[src/rtl/debugger_ps_mailbox_bridge.sv]
// PS-side mailbox bridge: writes a request packet into the shared BRAM, pulses the
// debugger, waits for its response interrupt, then streams the length-prefixed
// response back out.
module debugger_ps_mailbox_bridge #(
  parameter int unsigned ADDR_WIDTH     = 13,
  parameter int unsigned REQ_BASE       = 0,
  parameter int unsigned RSP_BASE       = 4096,
  parameter int unsigned REQ_MAX_WORDS  = 64,
  parameter int unsigned RSP_MAX_WORDS  = 64,
  parameter int unsigned TIMEOUT_CYCLES = 100000
) (
  input  logic                  clock,
  input  logic                  reset,
  input  logic                  io_en,
  input  logic                  io_reqValid,
  output logic                  io_reqReady,
  input  logic [31:0]           io_reqData,
  input  logic                  io_reqLast,
  output logic                  io_rspValid,
  input  logic                  io_rspReady,
  output logic [31:0]           io_rspData,
  output logic                  io_rspLast,
  output logic                  io_bramEn,
  output logic                  io_bramWe,
  output logic [ADDR_WIDTH-1:0] io_bramAddr,
  output logic [31:0]           io_bramWrData,
  input  logic [31:0]           io_bramRdData,
  output logic                  io_plInSignal,
  input  logic                  io_psOutInterrupt,
  output logic                  io_busy,
  output logic                  io_done,
  output logic                  io_overflow,
  output logic                  io_timeout
);

  localparam logic [ADDR_WIDTH-1:0] ReqBaseA   = ADDR_WIDTH'(REQ_BASE);
  localparam logic [ADDR_WIDTH-1:0] RspBaseA   = ADDR_WIDTH'(RSP_BASE);
  localparam logic [31:0]           RspMaxW    = RSP_MAX_WORDS;
  localparam logic [31:0]           TimeoutEnd = TIMEOUT_CYCLES - 1;

  typedef enum logic [3:0] {
    StIdle, StWriteReq, StSignal, StWaitIrq, StRdLen,
    StRdLenWait, StRdData, StRdWait, StOutput, StFinish
  } state_e;

  state_e      stateQ, stateD;
  logic [31:0] reqIdxQ, reqIdxD;
  logic [31:0] timeoutCntQ, timeoutCntD;
  logic [31:0] lenQ, lenD;
  logic [31:0] jQ, jD;
  logic [31:0] rspDataQ, rspDataD;
  logic        overflowQ, overflowD;
  logic        timeoutQ, timeoutD;
  logic        irqPrevQ;

  logic        beatFire;
  logic [31:0] beatIdx;
  logic        irqEdge;
  logic [31:0] lenClamped;

  // Only a low-to-high transition counts; a level already high is stale.
  assign irqEdge    = io_psOutInterrupt & ~irqPrevQ;
  assign lenClamped = (io_bramRdData > RspMaxW) ? RspMaxW : io_bramRdData;

  assign io_rspData    = rspDataQ;
  assign io_plInSignal = (stateQ == StSignal);
  assign io_busy       = (stateQ != StIdle);
  assign io_done       = (stateQ == StFinish);
  assign io_overflow   = overflowQ;
  assign io_timeout    = timeoutQ;

  // State and datapath registers, asynchronously cleared.
  always_ff @(posedge clock or posedge reset) begin
    if (reset) begin
      stateQ      <= StIdle;
      reqIdxQ     <= '0;
      timeoutCntQ <= '0;
      lenQ        <= '0;
      jQ          <= '0;
      rspDataQ    <= '0;
      overflowQ   <= 1'b0;
      timeoutQ    <= 1'b0;
      irqPrevQ    <= 1'b0;
    end else begin
      stateQ      <= stateD;
      reqIdxQ     <= reqIdxD;
      timeoutCntQ <= timeoutCntD;
      lenQ        <= lenD;
      jQ          <= jD;
      rspDataQ    <= rspDataD;
      overflowQ   <= overflowD;
      timeoutQ    <= timeoutD;
      irqPrevQ    <= io_psOutInterrupt;
    end
  end

  // Next-state logic, BRAM port and stream handshakes.
  always_comb begin
    stateD        = stateQ;
    reqIdxD       = reqIdxQ;
    timeoutCntD   = timeoutCntQ;
    lenD          = lenQ;
    jD            = jQ;
    rspDataD      = rspDataQ;
    overflowD     = overflowQ;
    timeoutD      = timeoutQ;
    io_reqReady   = 1'b0;
    io_rspValid   = 1'b0;
    io_rspLast    = 1'b0;
    io_bramEn     = 1'b0;
    io_bramWe     = 1'b0;
    io_bramAddr   = '0;
    io_bramWrData = '0;
    beatFire      = 1'b0;
    beatIdx       = '0;

    unique case (stateQ)
      StIdle: begin
        // Gate with reset so every output reads 0 while reset is held.
        io_reqReady = io_en & ~reset;
        beatFire    = io_reqValid & io_reqReady;
        if (beatFire) begin
          overflowD = 1'b0;
          timeoutD  = 1'b0;
        end
      end
      StWriteReq: begin
        io_reqReady = 1'b1;
        beatFire    = io_reqValid;
        beatIdx     = reqIdxQ;
      end
      StSignal: begin
        timeoutCntD = '0;
        stateD      = StWaitIrq;
      end
      StWaitIrq: begin
        if (irqEdge) begin
          stateD = StRdLen;
        end else if (timeoutCntQ == TimeoutEnd) begin
          timeoutD = 1'b1;
          stateD   = StFinish;
        end else begin
          timeoutCntD = timeoutCntQ + 32'd1;
        end
      end
      StRdLen: begin
        io_bramEn   = 1'b1;
        io_bramAddr = RspBaseA;
        stateD      = StRdLenWait;
      end
      StRdLenWait: begin
        lenD   = lenClamped;
        jD     = '0;
        stateD = (lenClamped == '0) ? StFinish : StRdData;
      end
      StRdData: begin
        io_bramEn   = 1'b1;
        io_bramAddr = RspBaseA + ADDR_WIDTH'(1) + jQ[ADDR_WIDTH-1:0];
        stateD      = StRdWait;
      end
      StRdWait: begin
        rspDataD = io_bramRdData;
        stateD   = StOutput;
      end
      StOutput: begin
        io_rspValid = 1'b1;
        io_rspLast  = (jQ == lenQ - 32'd1);
        if (io_rspReady) begin
          if (io_rspLast) begin
            stateD = StFinish;
          end else begin
            jD     = jQ + 32'd1;
            stateD = StRdData;
          end
        end
      end
      StFinish: stateD = StIdle;
      default:  stateD = StIdle;
    endcase

    // Shared request-beat handling for IDLE and WRITE_REQ; the index saturates at the cap.
    if (beatFire) begin
      if (beatIdx < REQ_MAX_WORDS) begin
        io_bramEn     = 1'b1;
        io_bramWe     = 1'b1;
        io_bramAddr   = ReqBaseA + beatIdx[ADDR_WIDTH-1:0];
        io_bramWrData = io_reqData;
        reqIdxD       = beatIdx + 32'd1;
      end else begin
        overflowD = 1'b1;
        reqIdxD   = beatIdx;
      end
      stateD = io_reqLast ? StSignal : StWriteReq;
    end
  end

endmodule

[config.mk]
export PLATFORM = sky130hd
export DESIGN_NAME = debugger_ps_mailbox_bridge
export DESIGN_NICKNAME = d
export VERILOG_FILES = /design/src/rtl/debugger_ps_mailbox_bridge.sv
export SDC_FILE = /design/constraint.sdc
export NUM_CORES = 1
export LEC_CHECK = 0
export ABC_AREA = 0
export CAP_MARGIN = 20
export CORE_ASPECT_RATIO = 1.4
export CORE_MARGIN = 8
export CORE_UTILIZATION = 52
export DETAILED_ROUTE_END_ITERATION = 10
export PLACE_DENSITY_LB_ADDON = 0.08
export REMOVE_ABC_BUFFERS = 1
export SYNTH_ARGS = -nofsm -noshare
export SYNTH_HDL_FRONTEND = slang
export SYNTH_SLANG_ARGS = --single-unit
[constraint.sdc]
create_clock -name clock -period 6.6 [get_ports clock]
set_input_delay 1.32 -clock clock [delete_from_list [all_inputs] [get_ports clock]]
set_output_delay 1.32 -clock clock [all_outputs]
set_load 0.01 [all_outputs]
After elaboration in Yosys (flattened, before gate mapping)
Index checks and enable logic that the tools add are counted.

Output and inout port bits: 87. Register bits after elaboration: 167. Logic and storage cells: 92. Input bits: 71.

Reductions and logical operators: 12. Mux-type cells: 39. Equality and inequality tests: 20. $lt $le $gt $ge: 2. Add/subtract/negate cells: 5. Bitwise logic cells: 5.

Operator list (count): two-way mux 32 bit (9); one-hot mux 32 bit (2 select lines) (2); adder 32 x 1 -> 32 bit, second input constant (3); equality test 32 x 17 -> 1 bit, second input constant (1); equality test 32 bit (1); greater-than comparator 32 x 7 -> 1 bit, second input constant (1); zero test 32 bit (1); less-than comparator 32 x 7 -> 1 bit, second input constant (1); one-hot mux 4 bit (8 select lines) (1); subtractor 32 x 1 -> 32 bit, second input constant (1); two-way mux 13 bit (2); one-hot mux 13 bit (2 select lines) (1); two-way mux 4 bit (6); equality test 4 x 3 -> 1 bit, second input constant (4); two-way mux 1 bit (14); adder 13 bit, first input constant (1); != test 2 bit, second input constant (6); AND reduction 3 bit (3); equality test 4 x 2 -> 1 bit, second input constant (2); equality test 4 bit, second input constant (2); one-hot mux 1 bit (2 select lines) (3); nonzero test 2 bit (3); equality test 4 x 1 -> 1 bit, second input constant (1); zero test 4 bit (1); other kinds (9) (13).

Depth between registers and ports, before layout
Gate-level depths: netlist (run 1).

Word-level depth: 7. Depth in mapped cells: 12. Mapped depth without buffers: 11.

Worst setup path after synthesis (run 1)
No wires, ideal clock.

Path type: register to output. Start point: register lenQ[0]. End point: output io_rspLast. Buffers on the path: 0. Stages on the path, launching flop included: 11. Arrival: 2.778 ns. Setup slack: 2.502 ns. Data required time: 5.280 ns. Path through: dfrtp_1 > inv_1 > ha_1 > or3b_2 > or4_1 > a21boi_0 > o211ai_1 > o21bai_1 > nor4b_1 > nand3_1 > nor4_1.

Cells in the longest elaborated chain, start to end: 3.

Ends and longest elaborated chain: from (decl) (RTL line 49) `logic [31:0] lenQ, lenD;`; from (signal assigned) (RTL line 88) `lenQ <= lenD;`; subtractor 32 x 1 -> 32 bit (RTL line 167) `io_rspLast = (jQ == lenQ - 32'd1);`; equality test 32 bit (RTL line 167); two-way mux 1 bit (RTL line 117) `unique case (stateQ)`; to (decl) (RTL line 22) `output logic io_rspLast,`.

Every way passes these cells.

Worst setup path in the final report (run 1)
Start point: register lenQ[8]. End point: output io_rspLast.

Same word-level chain as after synthesis.

==> out/qor.csv, run 1 <==
metric,value,unit
grt_start_max_net_pins,71,
synth_edf_count,0,
yosysMostFrequentCell,dfrtp_1,
yosys_warnings,0,
dr.pass1.iters,5,
post_cts_resize_count,0,
min_path_type,flop to flop,
cap_violations,0,
busiest_layer,met2,
synth_area_leaders,"dfrtp_1 46%, and2_1 6.2%, xnor2_1 5.2%, mux2_2 4.1%, o21ai_0 2.9%",
grt_use_met2,0.386,
num_rows,57,
grt_use_met3,0.0881,
syn_avg_cell_area,9.61,µm²
clock.fmax,0.182,GHz
initial_utilization,0.524,
ys_seq_area_frac,0.464,
cp.arrival,4.17,ns
syn_to_final_growth,26.2,%
drt-initial-drc-count,564,
hpwl,18100,µm
p_per_area,268,mW/mm²
fp.dieH,172,µm
power,3.05,mW
grt_pass1_wl,40400,µm
antenna_cells,0,
synth.distinct_cells,63,
clock_latency,0.43,ns
fp.dieW,127,µm
grt_antenna_before_repair,0,
fin_crit_sh,0.832,
final_layout_size_suffix_gt1_frac,0.0816,
p_leak,4.69,nW
clock-sinks,167,
async_flop_share,1.00,
clkTransAtPathRegs,0.06,ns
io_buffers,157,
max_slew_margin,0.257,
crit_type,flop to output port,
gp_congestion,0.893,
finalSetupViolCount,0,
cts_setup_buffers,0,
cts_tree,yes,
syn_inst,937,
synthFlopType,dfrtp_1,
cts-root-buf,clkbuf_16,
dieArea,0.0218,mm²
detail-route-antenna-nets,0,
grt.overflow.total,0,
synth_top_area_cell,dfrtp_1,
cts_buffers,17,
synth.top_cells.by_count,"167 x dfrtp_1, 89 x and2_1, 69 x nand2_1",
avgViaCountPerCell,5.74,
maxSlewViolCount,0,
rsz0062_at_grt,false,
grt_usage,0.235,
holdBufCountCts,0,
crit_fanout,9,
fillCellCount,1393,
netlist_area,0.00901,mm²
grt_pass1_vias,7837,
worstPathRequired,5.28,ns
core-area,0.0172,mm²
synth_top_area_share,0.464,
postLayoutCoreUtil,0.661,
reg2reg_depth,9,
hold_depth,1,
finalWorstSetupSlack,1.11,ns
worstMarginPinSlew,1.11,ns
vias,7623,
peakVddDrop,0.000182,V
timing.hold.ws,0.481,ns
cp-start-kind,flop,
drt_wl_total,24600,µm
drc,0,
hold_viol_final,0,
cts_buffer_depth,2,
num_io_pins,158,
endpoint_kind,output port,
fin_nets,1153,
grt_util_met1,0.273,
tns,0,ns
finClkSkew,0.0101,ns
layout_min_cycle_time,5.49,ns
status,completed,
wl_per_cell,18.6,µm
synth_seq_cells,167,
cts_max_level,4,
dp_slack,1.44,ns
## final cells by class
type / instances / area [µm²] / share of cell area
Sequential cell: 167 / 4180 / 0.368
Clock buffer: 22 / 474 / 0.0417
Tap cell: 236 / 295 / 0.0260
Inverter: 19 / 76.3 / 0.00672
Timing Repair Buffer: 165 / 1630 / 0.144
Multi-Input combinational cell: 708 / 4560 / 0.402
Clock inverter: 10 / 141 / 0.0124
## worst max-delay path: stages, from the launching register on
cell	delay (ns)
dfrtp_1	0.48
nor4_1	0.71
nand4_1	0.60
nor3b_1	0.40
xnor2_1	0.13
nor4b_1	0.27
nand3_1	0.12
nor4_1	0.40
clkdlybuf4s50_1	0.64
## power by group
part | internal [mW] | switching, mW | leakage [nW]
clock | 0.628 | 0.408 | 0.297
sequential | 1.12 | 0.124 | 2.19
combinational | 0.389 | 0.381 | 2.20
total | 2.13 | 0.914 | 4.69
## sequential cells by signal (all words and copies together), names as in the netlist
register     cells
lenQ            32
io_rspData      32
io_overflow      1
timeoutCntQ     32
reqIdxQ         32
irqPrevQ         1
jQ              32
io_timeout       1
stateQ           4
## layout by cell type, fill, tap and decap left out, types with 16 or more instances in the layout
cell and instances:
nor3_1 29, nand4_1 28, xnor2_1 53, inv_1 18, dfrtp_1 167, a21oi_1 31, or3_1 16, and2_1 89
xor2_1 25, mux2_2 33, clkdlybuf4s50_1 157, clkbuf_16 17, nor4_1 32, nor2_1 66, nand2_1 69, o21ai_0 53
nand3_1 29
## metal layers
| layer | vias up | part of all wire |
|---|---|---|
| met5 | - | 0 |
| met4 | 0 | 0.021 |
| met3 | 32 | 0.087 |
| met2 | 285 | 0.48 |
| met1 | 3666 | 0.41 |
| li1 | 3640 | - |
## final timing paths
path | slack (ns) | startpoint | to
worst min-delay path | 0.48 | reqIdxQ[20]$_DFFE_PP0P_ | reqIdxQ[20]$_DFFE_PP0P_
worst max-delay path | 1.11 | lenQ[8]$_DFFE_PP0P_ | io_rspLast
worst max register to register | 2.20 | lenQ[8]$_DFFE_PP0P_ | jQ[22]$_DFFE_PP0P_
min in group asynchronous | 1.38 | reset | timeoutCntQ[17]$_DFFE_PP0P_
max in group asynchronous | 4.09 | reset | jQ[22]$_DFFE_PP0P_
worst min register to register | 0.48 | reqIdxQ[20]$_DFFE_PP0P_ | reqIdxQ[20]$_DFFE_PP0P_
## kinds of logic (layout without fill, tap and decap cells)
kind of cell,count (synthesis),in the layout,synth area share
xor+xnor,78,78,0.0759
flops,167,167,0.464
fa+ha+maj,4,4,0.00556
compound gates,143,143,0.0995
buf+inv,62,216,0.0303
mux,44,44,0.0535
simple gates,439,439,0.271
## through the flow
step	cell area, µm²	instances
6_report	11400	1327
5_1_grt	11400	1327
4_1_cts	11400	1327
3_5_place_dp	10700	1295
3_3_place_gp	10700	1295
2_1_floorplan	8800	894
No activity file was read; power rests on OpenSTA's default activity.
==> inputs of run 2 (changes only) <==
Settings changed: CORE_UTILIZATION 52 to 48.
Clock period 6.6 ns to 4.6 ns, I/O delays scaled along.
==> run 2 against run 1 <==
  * Wire length fell by 0.82%
  * Final cell count rose by 1.6%
  * Power rose by 42%
  * Die area rose by 7.4%
==> out/qor.csv, run 2 (synthesis results as in run 1) <==
metric,value,unit,change
fp.dieW,132,µm,+3.6%
drt-initial-drc-count,388,,-31%
grt_usage,0.213,,-0.0220
final_layout_size_suffix_gt1_frac,0.0969,,+0.0153
reg2reg_depth,9,,unchanged
antenna_cells,0,,unchanged
rsz0062_at_grt,false,,
r2r_end,jQ[31]$_DFFE_PP0P_,,
gp_congestion,0.891,,-0.20%
num_rows,59,,+3.5%
vias,7523,,-1.3%
clock_latency,0.43,ns,about the same
status,completed,,
instances_no_fill,1348,,+1.6%
cts_tree,yes,,
grt_pass1_wl,40000,µm,-0.92%
worstMarginPinSlew,0.939,ns,-0.169 ns
grt_antenna_before_repair,0,,unchanged
drt_wl_total,24400,µm,-0.82%
final_common_cell,dfrtp_1,,
hpwl,18300,µm,+1.6%
crit_path_start,jQ[1]$_DFFE_PP0P_,,
cp-start-kind,flop,,
cts_setup_buffers,0,,unchanged
cts_buffer_depth,2,,unchanged
fin_nets,1166,,+1.1%
peakVddDrop,0.000251,V,+38%
cts_buffers,17,,unchanged
crit_fanout,5,,-4
layout_min_cycle_time,4.37,ns,
fp.dieH,178,µm,+3.7%
drc,0,,unchanged
p_leak,4.73,nW,+0.97%
fillCellCount,1569,,+13%
dieArea,0.0235,mm²,+7.4%
dr.pass1.iters,4,,-1
crit_end,io_bramAddr[12],,
finalSetupViolCount,0,,unchanged
crit_type,flop to output port,,
initial_utilization,0.486,,-0.0379
grt_pass1_vias,7741,,-1.2%
min_path_type,flop to flop,,
clkTransAtPathRegs,0.07,ns,about the same
worstPathRequired,3.68,ns,-1.60 ns
dp_cells,1316,,+1.6%
maxSlewViolCount,0,,unchanged
grt.overflow.total,0,,unchanged
grt_start_max_net_pins,69,,-2.8%
hold_viol_final,0,,unchanged
design_area,0.0114,mm²,+0.69%
clock-sinks,167,,unchanged
endpoint_kind,output port,,
fin_crit_sh,0.950,,
wl_per_cell,18.1,µm,-2.4%
min_from,reqIdxQ[18]$_DFFE_PP0P_,,
io_buffers,157,,unchanged
max_slew_margin,0.372,,+0.115
placed_area,0.0109,mm²,+1.1%
r2r_slack,0.56,ns,-1.64 ns
detail-route-antenna-nets,0,,unchanged
cap_violations,0,,unchanged
holdBufCountCts,0,,unchanged
avgViaCountPerCell,5.58,,-2.8%
finClkSkew,0.0112,ns,+0.00107 ns
cts_max_level,4,,unchanged
p_per_area,377,mW/mm²,+41%
core-area,0.0185,mm²,+7.8%
reg2reg_from,lenQ[15]$_DFFE_PP0P_,,
dp_slack,0.146,ns,-1.29 ns
seq_area,0.00418,mm²,unchanged
cts-root-buf,clkbuf_16,,
clock.fmax,0.229,GHz,
cp.arrival,3.45,ns,-0.72 ns
finalWorstSetupSlack,0.232,ns,-0.875 ns
num_io_pins,158,,unchanged
layout_common_cells,"167 x dfrtp_1, 156 x clkdlybuf4s50_1, 89 x and2_1",,
multiInputGateArea,0.00458,mm²,+0.25%
syn_to_final_growth,27.0,%,
==> run 2: timing repair <==
action | CTS | global route
pin swaps | 0 | 0
gates cloned | 0 | 0
endpoints found under the setup margin | 1 | 1
gates resized for setup | 3 | 4
==> run 2: where the power goes <==
group          switching, mW  internal (mW)
Sequential             0.169           1.60
Clock                  0.631          0.757
Combinational          0.568          0.590
==> run 2: area by class of cell <==
type	instances	share of cell area
clock buffer	17	0.0372
sequential	167	0.365
multi-input combinational	708	0.400
timing repair buffer	178	0.152
tap	244	0.0267
inverter	19	0.00667
clock inverter	15	0.0125
==> run 2: worst min-delay path by stage <==
| stage | end | slack, ns | cells past startpoint |
|---|---|---|---|
| 2_1_floorplan | reqIdxQ[6]$_DFFE_PP0P_ | 0.45 | 2 |
| 3_3_place_gp | reqIdxQ[19]$_DFFE_PP0P_ | 0.47 | 1 |
| 3_5_place_dp | reqIdxQ[22]$_DFFE_PP0P_ | 0.47 | 1 |
| 4_1_cts | reqIdxQ[20]$_DFFE_PP0P_ | 0.49 | 1 |
| 5_1_grt | reqIdxQ[20]$_DFFE_PP0P_ | 0.50 | 1 |
| 6_report | reqIdxQ[18]$_DFFE_PP0P_ | 0.49 | 1 |
==> run 2: stage by stage <==
step / setup TNS, ns / util / hold slack, ns / total power [mW]
final: 0 / 0.617 / 0.487 / 4.32
after CTS: 0 / 0.617 / 0.490 / 4.36
after global routing: 0 / 0.617 / 0.504 / 4.55
after detailed placement: 0 / 0.586 / 0.473 / 2.96
after floorplan: -140.01 / - / 0.450 / 2.37
after global placement: 0 / 0.586 / 0.470 / 2.95
==> run 2: layer usage <==
| layer | global-route usage | wire (µm) | vias up |
|---|---|---|---|
| li1 | - | - | 3667 |
| met1 | 0.237 | 9990 | 3601 |
| met2 | 0.363 | 11900 | 218 |
| met3 | 0.0786 | 1910 | 37 |
| met4 | 0.0874 | 606 | 0 |
| met5 | 0 | 0 | - |
==> run 2: worst max-delay path: stages (launching register included) <==
cell and delay, ns:
dfrtp_1 0.45, ha_1 0.25, and3_1 0.23, and3_1 0.26, and3_1 0.27, and3_1 0.28, nand3_1 0.15, xnor2_1 0.17
a211oi_1 0.33, clkdlybuf4s50_1 0.63
==> inputs of run 3 (changes only) <==
Settings changed: GPL_ROUTABILITY_DRIVEN set to 0.
==> results of run 3 <==
Final layout, timing and power as in run 2 (identical DEF).
